$ cat src/rtl/udp_csum_arb_pkg.sv
// Shared types and widths for the UDP checksum engine arbiter.
package udp_csum_arb_pkg;

  typedef enum logic [1:0] {
    IDLE = 2'd0,
    FWD  = 2'd1,
    WAIT = 2'd2
  } arb_state_t;

  localparam int CSUM_W = 16;
  localparam int CNT_W  = 32;

endpackage

$ cat src/rtl/rr_arbiter.sv
// Combinational round-robin picker: first request above 'last' (with wrap) wins.
module rr_arbiter
  import udp_csum_arb_pkg::*;
#(
  parameter int N     = 4,
  parameter int IDX_W = $clog2(N)
) (
  input  logic [N-1:0]     req,
  input  logic [IDX_W-1:0] last,
  output logic [N-1:0]     gnt,
  output logic [IDX_W-1:0] idx
);

  logic found;

  // Walk the N positions after 'last'; 'last' itself is checked last so a
  // lone requester can still win back-to-back.
  always_comb begin
    gnt   = '0;
    idx   = '0;
    found = 1'b0;
    for (int k = 1; k <= N; k++) begin
      if (!found && req[(int'(last) + k) % N]) begin
        found                      = 1'b1;
        gnt[(int'(last) + k) % N]  = 1'b1;
        idx                        = IDX_W'((int'(last) + k) % N);
      end
    end
  end

endmodule

$ cat src/rtl/udp_csum_arbiter.sv
// Shares one udp_checksum engine between N_REQ AXIS sources, round-robin per packet.
// Define UDP_CSUM_ARB_STATS_EN to build the per-requester completed-packet counters.
module udp_csum_arbiter
  import udp_csum_arb_pkg::*;
#(
  parameter int N_REQ = 4,
  parameter int ID_W  = $clog2(N_REQ)
) (
  input  logic                    clk,
  input  logic                    sresetn,
  input  logic [N_REQ-1:0]        req_tvalid,
  output logic [N_REQ-1:0]        req_tready,
  input  logic [N_REQ-1:0]        req_tlast,
  input  logic [CSUM_W*N_REQ-1:0] req_tdata,
  output logic                    eng_i_tvalid,
  output logic                    eng_i_tlast,
  output logic [CSUM_W-1:0]       eng_i_tdata,
  input  logic                    eng_i_tready,
  input  logic                    eng_o_tvalid,
  input  logic [CSUM_W-1:0]       eng_o_tdata,
  output logic                    eng_o_tready,
  output logic                    res_tvalid,
  input  logic                    res_tready,
  output logic [CSUM_W-1:0]       res_tdata,
  output logic [ID_W-1:0]         res_tid,
  output logic [CNT_W*N_REQ-1:0]  pkt_count
);

  arb_state_t       st_q, st_d;
  logic [ID_W-1:0]  grant_q, grant_d;
  logic [ID_W-1:0]  last_q, last_d;
  logic [N_REQ-1:0] arb_gnt;
  logic [ID_W-1:0]  arb_idx;
  logic             arb_any;

  rr_arbiter #(
    .N     (N_REQ),
    .IDX_W (ID_W)
  ) u_rr (
    .req  (req_tvalid),
    .last (last_q),
    .gnt  (arb_gnt),
    .idx  (arb_idx)
  );

  assign arb_any = |arb_gnt;

  // last_q starts at N_REQ-1 so the first grant after reset lands on requester 0.
  always_ff @(posedge clk) begin
    if (!sresetn) begin
      st_q    <= IDLE;
      grant_q <= '0;
      last_q  <= ID_W'(N_REQ - 1);
    end else begin
      st_q    <= st_d;
      grant_q <= grant_d;
      last_q  <= last_d;
    end
  end

  // Outputs are gated by sresetn so nothing leaks out while reset is held,
  // even before the first clock edge has cleared the state register.
  always_comb begin
    st_d         = st_q;
    grant_d      = grant_q;
    last_d       = last_q;
    req_tready   = '0;
    eng_i_tvalid = 1'b0;
    eng_i_tlast  = 1'b0;
    eng_i_tdata  = '0;
    eng_o_tready = 1'b0;
    res_tvalid   = 1'b0;
    res_tdata    = '0;
    res_tid      = '0;
    if (sresetn) begin
      case (st_q)
        IDLE: begin
          if (arb_any) begin
            grant_d = arb_idx;
            last_d  = arb_idx;
            st_d    = FWD;
          end
        end
        FWD: begin
          eng_i_tvalid        = req_tvalid[grant_q];
          eng_i_tlast         = req_tlast[grant_q];
          eng_i_tdata         = req_tdata[int'(grant_q)*CSUM_W +: CSUM_W];
          req_tready[grant_q] = eng_i_tready;
          if (req_tvalid[grant_q] && eng_i_tready && req_tlast[grant_q]) begin
            st_d = WAIT;
          end
        end
        WAIT: begin
          res_tvalid   = eng_o_tvalid;
          res_tdata    = eng_o_tdata;
          res_tid      = grant_q;
          eng_o_tready = res_tready;
          if (eng_o_tvalid && res_tready) begin
            st_d = IDLE;
          end
        end
        default: st_d = IDLE;
      endcase
    end
  end

`ifdef UDP_CSUM_ARB_STATS_EN
  logic [CNT_W-1:0] cnt_q [N_REQ];

  always_ff @(posedge clk) begin
    if (!sresetn) begin
      for (int i = 0; i < N_REQ; i++) begin
        cnt_q[i] <= '0;
      end
    end else if (res_tvalid && res_tready) begin
      cnt_q[res_tid] <= cnt_q[res_tid] + CNT_W'(1);
    end
  end

  for (genvar gi = 0; gi < N_REQ; gi++) begin : g_cnt
    assign pkt_count[CNT_W*gi +: CNT_W] = cnt_q[gi];
  end
`else
  assign pkt_count = '0;
`endif

endmodule
$ cat config.mk
export PLATFORM = sky130hd
export DESIGN_NAME = udp_csum_arbiter
export DESIGN_NICKNAME = d
export VERILOG_FILES = /design/src/rtl/udp_csum_arb_pkg.sv /design/src/rtl/rr_arbiter.sv /design/src/rtl/udp_csum_arbiter.sv
export SDC_FILE = /design/constraint.sdc
export NUM_CORES = 1
export LEC_CHECK = 0
export ABC_AREA = 1
export BUFFER_PORTS_ARGS = -buffer_cell sky130_fd_sc_hd__buf_2
export CAP_MARGIN = 20
export CORE_AREA = 2 2 101 103
export CTS_BUF_LIST = sky130_fd_sc_hd__clkbuf_4 sky130_fd_sc_hd__clkbuf_8 sky130_fd_sc_hd__clkbuf_16
export DETAILED_ROUTE_END_ITERATION = 10
export DIE_AREA = 0 0 103 105
export PLACE_DENSITY = 0.71
export SLEW_MARGIN = 25
export SYNTH_ARGS = -nofsm -noshare
export SYNTH_HDL_FRONTEND = slang
export SYNTH_HIERARCHICAL = 1
export SYNTH_SLANG_ARGS = --single-unit
$ cat constraint.sdc
create_clock -name clk -period 4.85 [get_ports clk]
set_clock_uncertainty 0.2 [all_clocks]
set_input_delay 0 -clock clk [delete_from_list [all_inputs] [get_ports clk]]
set_output_delay 0 -clock clk [all_outputs]
set_load 0.05 [all_outputs]
==> results.toml, run 1 <==
[clocking]
post_cts_buffers = 0
clock-sinks = 6
clock_latency_ns = 0.23
cts_tree = "built"
cts_buffers = 3
ctsResizeCount = 0
clk_pin_slew_worst_paths_ns = 0.04
clockRootBuffer = "clkbuf_8"
htree_num_levels = 1
holdBufCountCts = 2
cts_buffer_depth = 2

[worst_setup_path]
crit_path_end = "grant_q[0]$_SDFFE_PN0P_"
crit_slowest_cell = "dfxtp_1"
r2r_start = "last_q[0]$_SDFFE_PN1P_"
cpMostUsedCell = "nand2_1"
crit_path_end_kind = "flip-flop"
critical_path_required_ns = 4.81
cp_top_family = "simple AND/OR/NAND/NOR gates"
cp_slowest_stage_delay_ns = 0.57
r2r_end = "grant_q[0]$_SDFFE_PN0P_"
path_max_fanout = 12
crit_chain = "inv_2, ha_1, inv_1, nand2_4, nand2_4, nor2_4, a21oi_1, nand3_1, nor2_1, nand2_1, nand2_1, nand2_1, a21oi_1"
cp-startpoint = "last_q[0]$_SDFFE_PN1P_"
path_class = "reg2reg"
worstRegToRegCells = 13
reg2reg_slack_ns = 2.22
worst-path-stages = 13
arrival_ns = 2.59
crit_path_start_kind = "flip-flop"
path_buf_inv = 2

[floorplan]
die_w_um = 103
die_area_sq_um = 10800
die_h_um = 105
boundaryPins = 263
start_util_pct = 27.5
core_sq_um = 9640
num_rows = 36

[placed_design]
io_buffers = 134
post-dp-hpwl_um = 5970
gp_congestion = 0.850

[yosys]
synthMuxAreaShare_pct = 0
yosys-top-cells-area = "buf_4 37%, nand2_1 12%, nand3_1 9.6%"
synth_fa_ha_area_share_pct = 3.77
yosysSeqAreaShare_pct = 4.53
synth_top_area_share_pct = 36.8
avgSynthCellArea_sq_um = 6.38
yosys_warnings = 6
yosysTopAreaCell = "buf_4"
synth_compound_area_share_pct = 11.2
synth_cells = 416
synth_top_family_by_area = "buffers and inverters"
syn-cell-area_sq_um = 2650
synthDistinctLibCells = 28
ys_ff_latch = 6
synth_xor_area_share_pct = 0
synth-simple-area-share_pct = 33.2

[detailed_routing]
dr.first_iter.drc_count = 144
totalWireLength_um = 7270
vias = 2701
vias_per_cell = 4.01
drt-wirelength-per-cell_um = 10.8
detail_route.first_pass.iterations = 4
ant_nets = 0
drc = 0

[timing]
finalHoldViolations = 0
fin_hold_ws_ns = 0.163
fin_tns_setup_ns = 0
fmax_mhz = 380
rsz0062_at_grt = "no"
slew-limit-headroom_pct = 58.8
fin_crit_ns = 2.63
drv_slew = 0
worst_pin_slew_ns = 0.617
finalSetupViolations = 0
post-route-period-util_pct = 54.3

[layout]
drive_above_1_share_pct = 32.9
diodes = 0
utilization_pct = 30.4
nNetsFinal = 644
syn2layout_area_growth_pct = 10.6

[outcome]
status = "completed"

[pwr]
peakVddDrop_mv = 0.133
p_leak_nw = 1.76
power_mw = 1.18
power_density_nw_per_um2 = 402

[global_routing]
grt-ovfl-total = 0
grt_pass1_vias = 2190
track_usage_pct = 12.1
grt_pass1_wl_um = 10400
grt_max_degree = 26
antenna_found_initial = 0

[min_path]
hold-path-cell-count = 4
worst_hold_path_type = "in2out"
hold_start = "eng_o_tdata[6]"

[job]
cap_violations = 0
## tightest hold or removal path, stage by stage
cell and delay (ns):
buf_2 0.09, inv_1 0.04, nor2_1 0.03, buf_2 0.20
## flip-flops by register name, summed over array words and instances (netlist names)
signal   flops
grant_q      2
last_q       2
st_q         2
## cell usage in the layout, fill, tap and decap left out
cell type and instances:
clkbuf_8 3, nand2_2 7, conb_1 128, dlygate4sd3_1 2, inv_1 26, nand3_2 5
buf_4 2, nor2_1 32, nor2_4 3, a41oi_2 7, nand2_4 3, inv_6 1
a21oi_2 2, a21boi_0 4, inv_2 7, a31oi_1 1, nand3_1 51, a21oi_1 7
o21ai_0 3, dfxtp_1 6, a41oi_1 9, nor2_2 3, ha_1 8, clkinv_4 1
buf_2 134, nand2_1 83, nor3_1 3
## layout make-up
type,instances,area [sq um]
clock buffers,3,41.3
fillers,1098,6710
inverters,35,141
multi-input cells,359,1760
flip-flops and latches,6,120
well taps,133,166
repair buffers,138,706
## stage by stage
step	cells	area, sq um	setup slack, ns
after global placement	669	2870	2.32
final	674	2930	2.22
after floorplan	543	3130	2.56
after detailed placement	669	2870	2.24
after CTS	674	2930	2.24
after global routing	674	2930	1.87
## metal layers
metal	GRT usage (%)	up-vias	share of wire [%]
li1	-	1323	-
met2	21.3	181	49
met4	3.20	0	1.2
met3	2.01	6	11
met1	15.0	1191	39
met5	0	-	0
## kinds of logic (layout without fill, tap and decap cells)
| group | Yosys count | count (layout) |
|---|---|---|
| AND/OR/NAND/NOR | 190 | 190 |
| buffers and inverters | 178 | 176 |
| AO/OA/AOI/OAI | 33 | 33 |
| adder cells (fa/ha/maj) | 8 | 8 |
| flip-flops | 6 | 6 |
| other | 1 | 128 |
## where the power goes
part | switching, mW | internal [mW]
Clock | 0.0224 | 0.0534
Combinational | 0.767 | 0.241
Sequential | 0.0294 | 0.0669
## worst min path at each step
stage,to,slack [ns]
final,res_tdata[6],0.16
after detailed placement,last_q[1]$_SDFFE_PN1P_,0.06
after CTS,res_tdata[11],0.17
after global placement,last_q[0]$_SDFFE_PN1P_,0.06
after global routing,res_tdata[11],0.18
after floorplan,last_q[0]$_SDFFE_PN1P_,-0.12
## synth_stat cells
master    instances
buf_4           130
nand2_1          83
nand3_1          51
nor2_1           32
inv_1            26
a41oi_1           9
buf_6             9
ha_1              8
a21oi_1           7
a41oi_2           7
inv_2             7
nand2_2           7
dfxtp_1           6
nand3_2           5
a21boi_0          4
nand2_4           3
nor2_2            3
nor2_4            3
nor3_1            3
o21ai_0           3
a21oi_2           2
clkbuf_1          2
a31oi_1           1
buf_12            1
buf_2             1
clkinv_4          1
conb_1            1
inv_6             1
(Power assumes the default switching activity.)
==> run 2: changes to the inputs <==
CORE_AREA = 2 2 103 105   (was 2 2 101 103)
DIE_AREA = 0 0 105 107   (was 0 0 103 105)
clock period = 2.32 ns   (was 4.85 ns; I/O delays follow)
==> run 2 against run 1 <==
Compared with the run above:
- setup slack got worse by 2.0 ns
- sequential power up 81%
- hold slack worse by 0.025 ns
- sequential cell count did not move
- maximum frequency grew 25%
- combinational power up 120%
- largest cell class unchanged
- highest routed layer unchanged
==> results.toml, run 2 (same netlist as run 1, synthesis figures left out) <==
[outcome]
status = "completed"

[clocking]
clockRootBuffer = "clkbuf_8"
htree_num_levels = 1
clock_latency_ns = 0.23
cts_buffer_depth = 2
post_cts_buffers = 0
cts_tree = "built"
clk_pin_slew_worst_paths_ns = 0.04
clock-sinks = 6
cts_buffers = 3

[layout]
top_regs = "grant_q: 2 flops, last_q: 2 flops, st_q: 2 flops"
mostFrequentLayoutCell = "buf_2"
nNetsFinal = 651
syn2layout_area_growth_pct = 12.8
layout_common_cells = "134 x buf_2, 128 x conb_1, 82 x nand2_1, 51 x nand3_1, 32 x nor2_1"
fill_cells = 1146
utilization_pct = 29.7
diodes = 0
drive_above_1_share_pct = 34.1

[floorplan]
die_h_um = 107
die_area_sq_um = 11200
die_w_um = 105
num_rows = 37
start_util_pct = 26.3
core_sq_um = 10100
boundaryPins = 263

[placed_design]
gp_congestion = 0.823
post-place-ws_ns = 0.177
post-dp-hpwl_um = 6080
io_buffers = 134

[detailed_routing]
drt-wirelength-per-cell_um = 10.5
vias_per_cell = 3.95
detail_route.first_pass.iterations = 5
totalWireLength_um = 7210
drc = 0
vias = 2701
ant_nets = 0
dr.first_iter.drc_count = 193

[worst_setup_path]
worstRegToRegCells = 13
r2r_start = "last_q[1]$_SDFFE_PN1P_"
path_class = "reg2reg"
crit_path_end_kind = "flip-flop"
crit_slowest_cell = "ha_1"
path_max_fanout = 6
cp_slowest_stage_delay_ns = 0.33
cpMostUsedCell = "nand3_1"
critical_path_required_ns = 2.23
reg2reg_slack_ns = 0.22
crit_path_start_kind = "flip-flop"
crit_chain = "inv_1, ha_1, inv_2, nand2_1, nand2_2, nor2_4, nand3_1, nand3_1, nor2_1, nand3_1, nand2_1, o21ai_0, a21oi_2"
r2r_end = "st_q[1]$_SDFFE_PN0P_"
arrival_ns = 2.01

[global_routing]
grt_pass1_vias = 2283
grt_pass1_wl_um = 11000
grt-ovfl-total = 0
grt_max_degree = 24
track_usage_pct = 12.0
antenna_found_initial = 0

[timing]
post-route-period-util_pct = 90.7
rsz0062_at_grt = "no"
fin_tns_setup_ns = 0
fmax_mhz = 475
finalHoldViolations = 0
drv_slew = 0
setup_slack_ns = 0.216
fin_crit_ns = 2.10
finalSetupViolations = 0

[min_path]
hold_start = "req_tlast[0]"
min_to = "st_q[0]$_SDFFE_PN0P_"
worst_hold_path_type = "in2reg"
hold-path-cell-count = 8

[pwr]
peakVddDrop_mv = 0.246
p_leak_nw = 1.80
power_density_nw_per_um2 = 842

[job]
cap_violations = 0
## run 2: how the worst max path moves through the flow
stage | startpoint | endpoint | slack (ns) | cells after the start
after floorplan | last_q[0]$_SDFFE_PN1P_ | st_q[1]$_SDFFE_PN0P_ | 0.03 | 14
after global placement | last_q[0]$_SDFFE_PN1P_ | grant_q[0]$_SDFFE_PN0P_ | 0.20 | 13
after detailed placement | last_q[0]$_SDFFE_PN1P_ | grant_q[0]$_SDFFE_PN0P_ | 0.18 | 13
after CTS | last_q[0]$_SDFFE_PN1P_ | grant_q[1]$_SDFFE_PN0P_ | 0.17 | 13
after global routing | last_q[1]$_SDFFE_PN1P_ | grant_q[0]$_SDFFE_PN0P_ | 0.03 | 12
final | last_q[1]$_SDFFE_PN1P_ | st_q[1]$_SDFFE_PN0P_ | 0.22 | 13
## run 2: timing repair
item                                    in CTS  in global routing
endpoints found under the hold margin        6                  0
endpoints found under the setup margin       0                  6
resized for setup                            0                  3
hold buffers                                 2                  0
## run 2: cell type report
cell class | instances | area [sq um] | share of cell area, %
Timing Repair Buffer | 145 | 758 | 25.3
Sequential cell | 6 | 120 | 4.01
Inverter | 35 | 141 | 4.72
Tap cell | 136 | 170 | 5.69
Clock buffer | 3 | 41.3 | 1.38
Multi-Input combinational cell | 359 | 1760 | 58.9
## run 2: report_power, final
group          total, mW  leakage, nW  switching (mW)  internal, mW
clock network      0.161       0.0216          0.0493         0.112
logic               2.19         1.72            1.63         0.556
registers          0.174       0.0496          0.0344         0.140
## run 2: critical path, delay by kind of cell (launching register included)
family	cells	cell delay (ns)
and+or+nand+nor	8	0.68
AOI/OAI and AO/OA	2	0.30
adders and majority gates	1	0.33
buffers and inverters	2	0.14
DFF	1	0.32
## run 2: routing by layer
layer | part of all wire, % | wire (um) | GRT usage (%)
met5 | 0 | 0 | 0
met1 | 39 | 2840 | 14.4
met2 | 50 | 3630 | 21.5
met4 | 1.8 | 133 | 4.57
met3 | 8.3 | 601 | 1.82
## run 2: per-stage QoR
stage	hold WS (ns)	area, sq um	power [mW]	cells
after floorplan	-0.116	3130	2.16	543
after detailed placement	0.0611	2930	2.34	679
after global placement	0.0621	2930	2.33	679
after global routing	0.187	2990	2.75	684
after CTS	0.145	2990	2.51	684
final	0.138	2990	2.52	684
==> run 3: changes to the inputs <==
PLACE_DENSITY = default   (was 0.71)
==> run 3 against run 2 <==
Compared with the run above:
- design area is 0.17% lower
- critical path depth unchanged
- global-route usage decreased by 0.054 points
- via count fell by 1.3%
- critical endpoint unchanged
==> results.toml, run 3 (same netlist as run 1, synthesis figures left out) <==
[pwr]
power_mw = 2.54
pwr-share-comb_pct = 87.5
p_seq_share_pct = 6.4
p_leak_nw = 1.79
clockPowerShare_pct = 6.2
peakVddDrop_mv = 0.259
power_density_nw_per_um2 = 850
swShare_pct = 68.1
p_int_uw = 809
p_switching_mw = 1.73

[global_routing]
grt_max_degree = 24
antenna_found_initial = 0
grt_pass1_wl_um = 10900
grt_pass1_vias = 2154
track_usage_pct = 11.9
grt-ovfl-total = 0

[timing]
drv_slew = 0
fmax_mhz = 485
finalSetupViolations = 0
post-route-period-util_pct = 88.9
slew-limit-headroom_pct = 57.1
fin_tns_setup_ns = 0
fin_crit_ns = 2.06
rsz0062_at_grt = "no"
worst_pin_slew_ns = 0.642
finalHoldViolations = 0

[detailed_routing]
totalWireLength_um = 7560
dr.first_iter.drc_count = 198
drc = 0
vias_per_cell = 3.90
drt-wirelength-per-cell_um = 11.1
vias = 2667
ant_nets = 0
detail_route.first_pass.iterations = 4

[clocking]
clk_pin_slew_worst_paths_ns = 0.04
cts_buffer_depth = 2
clock-sinks = 6
htree_num_levels = 1
clockRootBuffer = "clkbuf_8"
clock_latency_ns = 0.22
cts_buffers = 3
cts_tree = "built"

[layout]
nNetsFinal = 650
fill_cells = 1169
drive_above_1_share_pct = 34.2
fin_area_sq_um = 2990
diodes = 0
mostFrequentLayoutCell = "buf_2"
layout_common_cells = "134 x buf_2, 128 x conb_1, 82 x nand2_1, 51 x nand3_1, 31 x nor2_1"
top_regs = "grant_q: 2 flops, last_q: 2 flops, st_q: 2 flops"
syn2layout_area_growth_pct = 12.6

[worst_setup_path]
path_class = "reg2reg"
critical_path_required_ns = 2.23
cp_slowest_stage_delay_ns = 0.33
crit_path_start_kind = "flip-flop"
path_max_fanout = 5
crit_slowest_cell = "ha_1"
crit_chain = "inv_1, ha_1, nand3_2, nand2_4, nor2_4, a21oi_1, nand3_1, nor2_2, nand3_1, nand2_1, nor2_2, nand2_1, a21oi_2"
crit_path_end_kind = "flip-flop"
arrival_ns = 1.97

[floorplan]
die_w_um = 105
die_h_um = 107
num_rows = 37
die_area_sq_um = 11200
start_util_pct = 26.3
boundaryPins = 263
core_sq_um = 10100

[placed_design]
gp_congestion = 0.792
post-dp-hpwl_um = 6290
postPlaceCellArea_sq_um = 2920
io_buffers = 134

[job]
cap_violations = 0

[min_path]
worst_hold_path_type = "in2reg"

[outcome]
status = "completed"
-- run 3: layer usage --
metal | vias up | GRT usage, % | share of wire, % | routed length (um)
li1 | 1337 | - | - | -
met1 | 1161 | 14.5 | 39 | 2950
met2 | 167 | 22.4 | 52 | 3910
met3 | 2 | 2.61 | 9.1 | 688
met4 | 0 | 0.857 | 0.22 | 17
met5 | - | 0 | 0 | 0
-- run 3: worst max-delay path: cells and delay by family (launching register included) --
family / cells / cell delay [ns]
compound gates: 2 / 0.17
fa+ha+maj: 1 / 0.33
simple gates: 9 / 0.86
buf+inv: 1 / 0.06
flops: 1 / 0.32
-- run 3: final timing paths --
path	from	to	slack, ns	depth (start not counted)
max reg2reg	last_q[1]$_SDFFE_PN1P_	st_q[1]$_SDFFE_PN0P_	0.26	13
max	last_q[1]$_SDFFE_PN1P_	st_q[1]$_SDFFE_PN0P_	0.26	13
min	eng_o_tvalid	st_q[1]$_SDFFE_PN0P_	0.11	7
min reg2reg	st_q[1]$_SDFFE_PN0P_	st_q[1]$_SDFFE_PN0P_	0.31	2
-- run 3: area by class of cell --
class	count	area, sq um	area share (%)
Tap cell	136	170	5.70
Timing Repair Buffer	144	751	25.1
Clock buffer	3	41.3	1.38
Multi-Input combinational cell	359	1760	59.0
Inverter	35	141	4.73
Sequential cell	6	120	4.02
-- run 3: per-stage QoR --
stage	util, %	std cells	hold WS (ns)	setup slack (ns)
after floorplan	-	543	-0.116	0.0257
after global placement	28.9	678	0.0616	0.210
after detailed placement	28.9	678	0.0599	0.189
after CTS	29.6	683	0.113	0.176
after global routing	29.6	683	0.177	0.0151
final	29.6	683	0.111	0.258
-- run 3: power groups by stage --
stage | Clock [mW] | Combinational [mW] | Sequential, mW
detailed placement | 0 | 2.20 | 0.162
global route | 0.165 | 2.43 | 0.166
CTS | 0.159 | 2.20 | 0.162
global placement | 0 | 2.20 | 0.162
finish | 0.157 | 2.22 | 0.161
floorplan | 0 | 1.99 | 0.179
-- run 3: repair_timing --
| item | 4_1_cts | 5_1_grt |
|---|---|---|
| hold endpoints to repair | 6 | 0 |
| hold buffers | 2 | 0 |
| setup endpoints to repair | 0 | 4 |
| setup buffers | 0 | 0 |
| gates resized for setup | 0 | 3 |
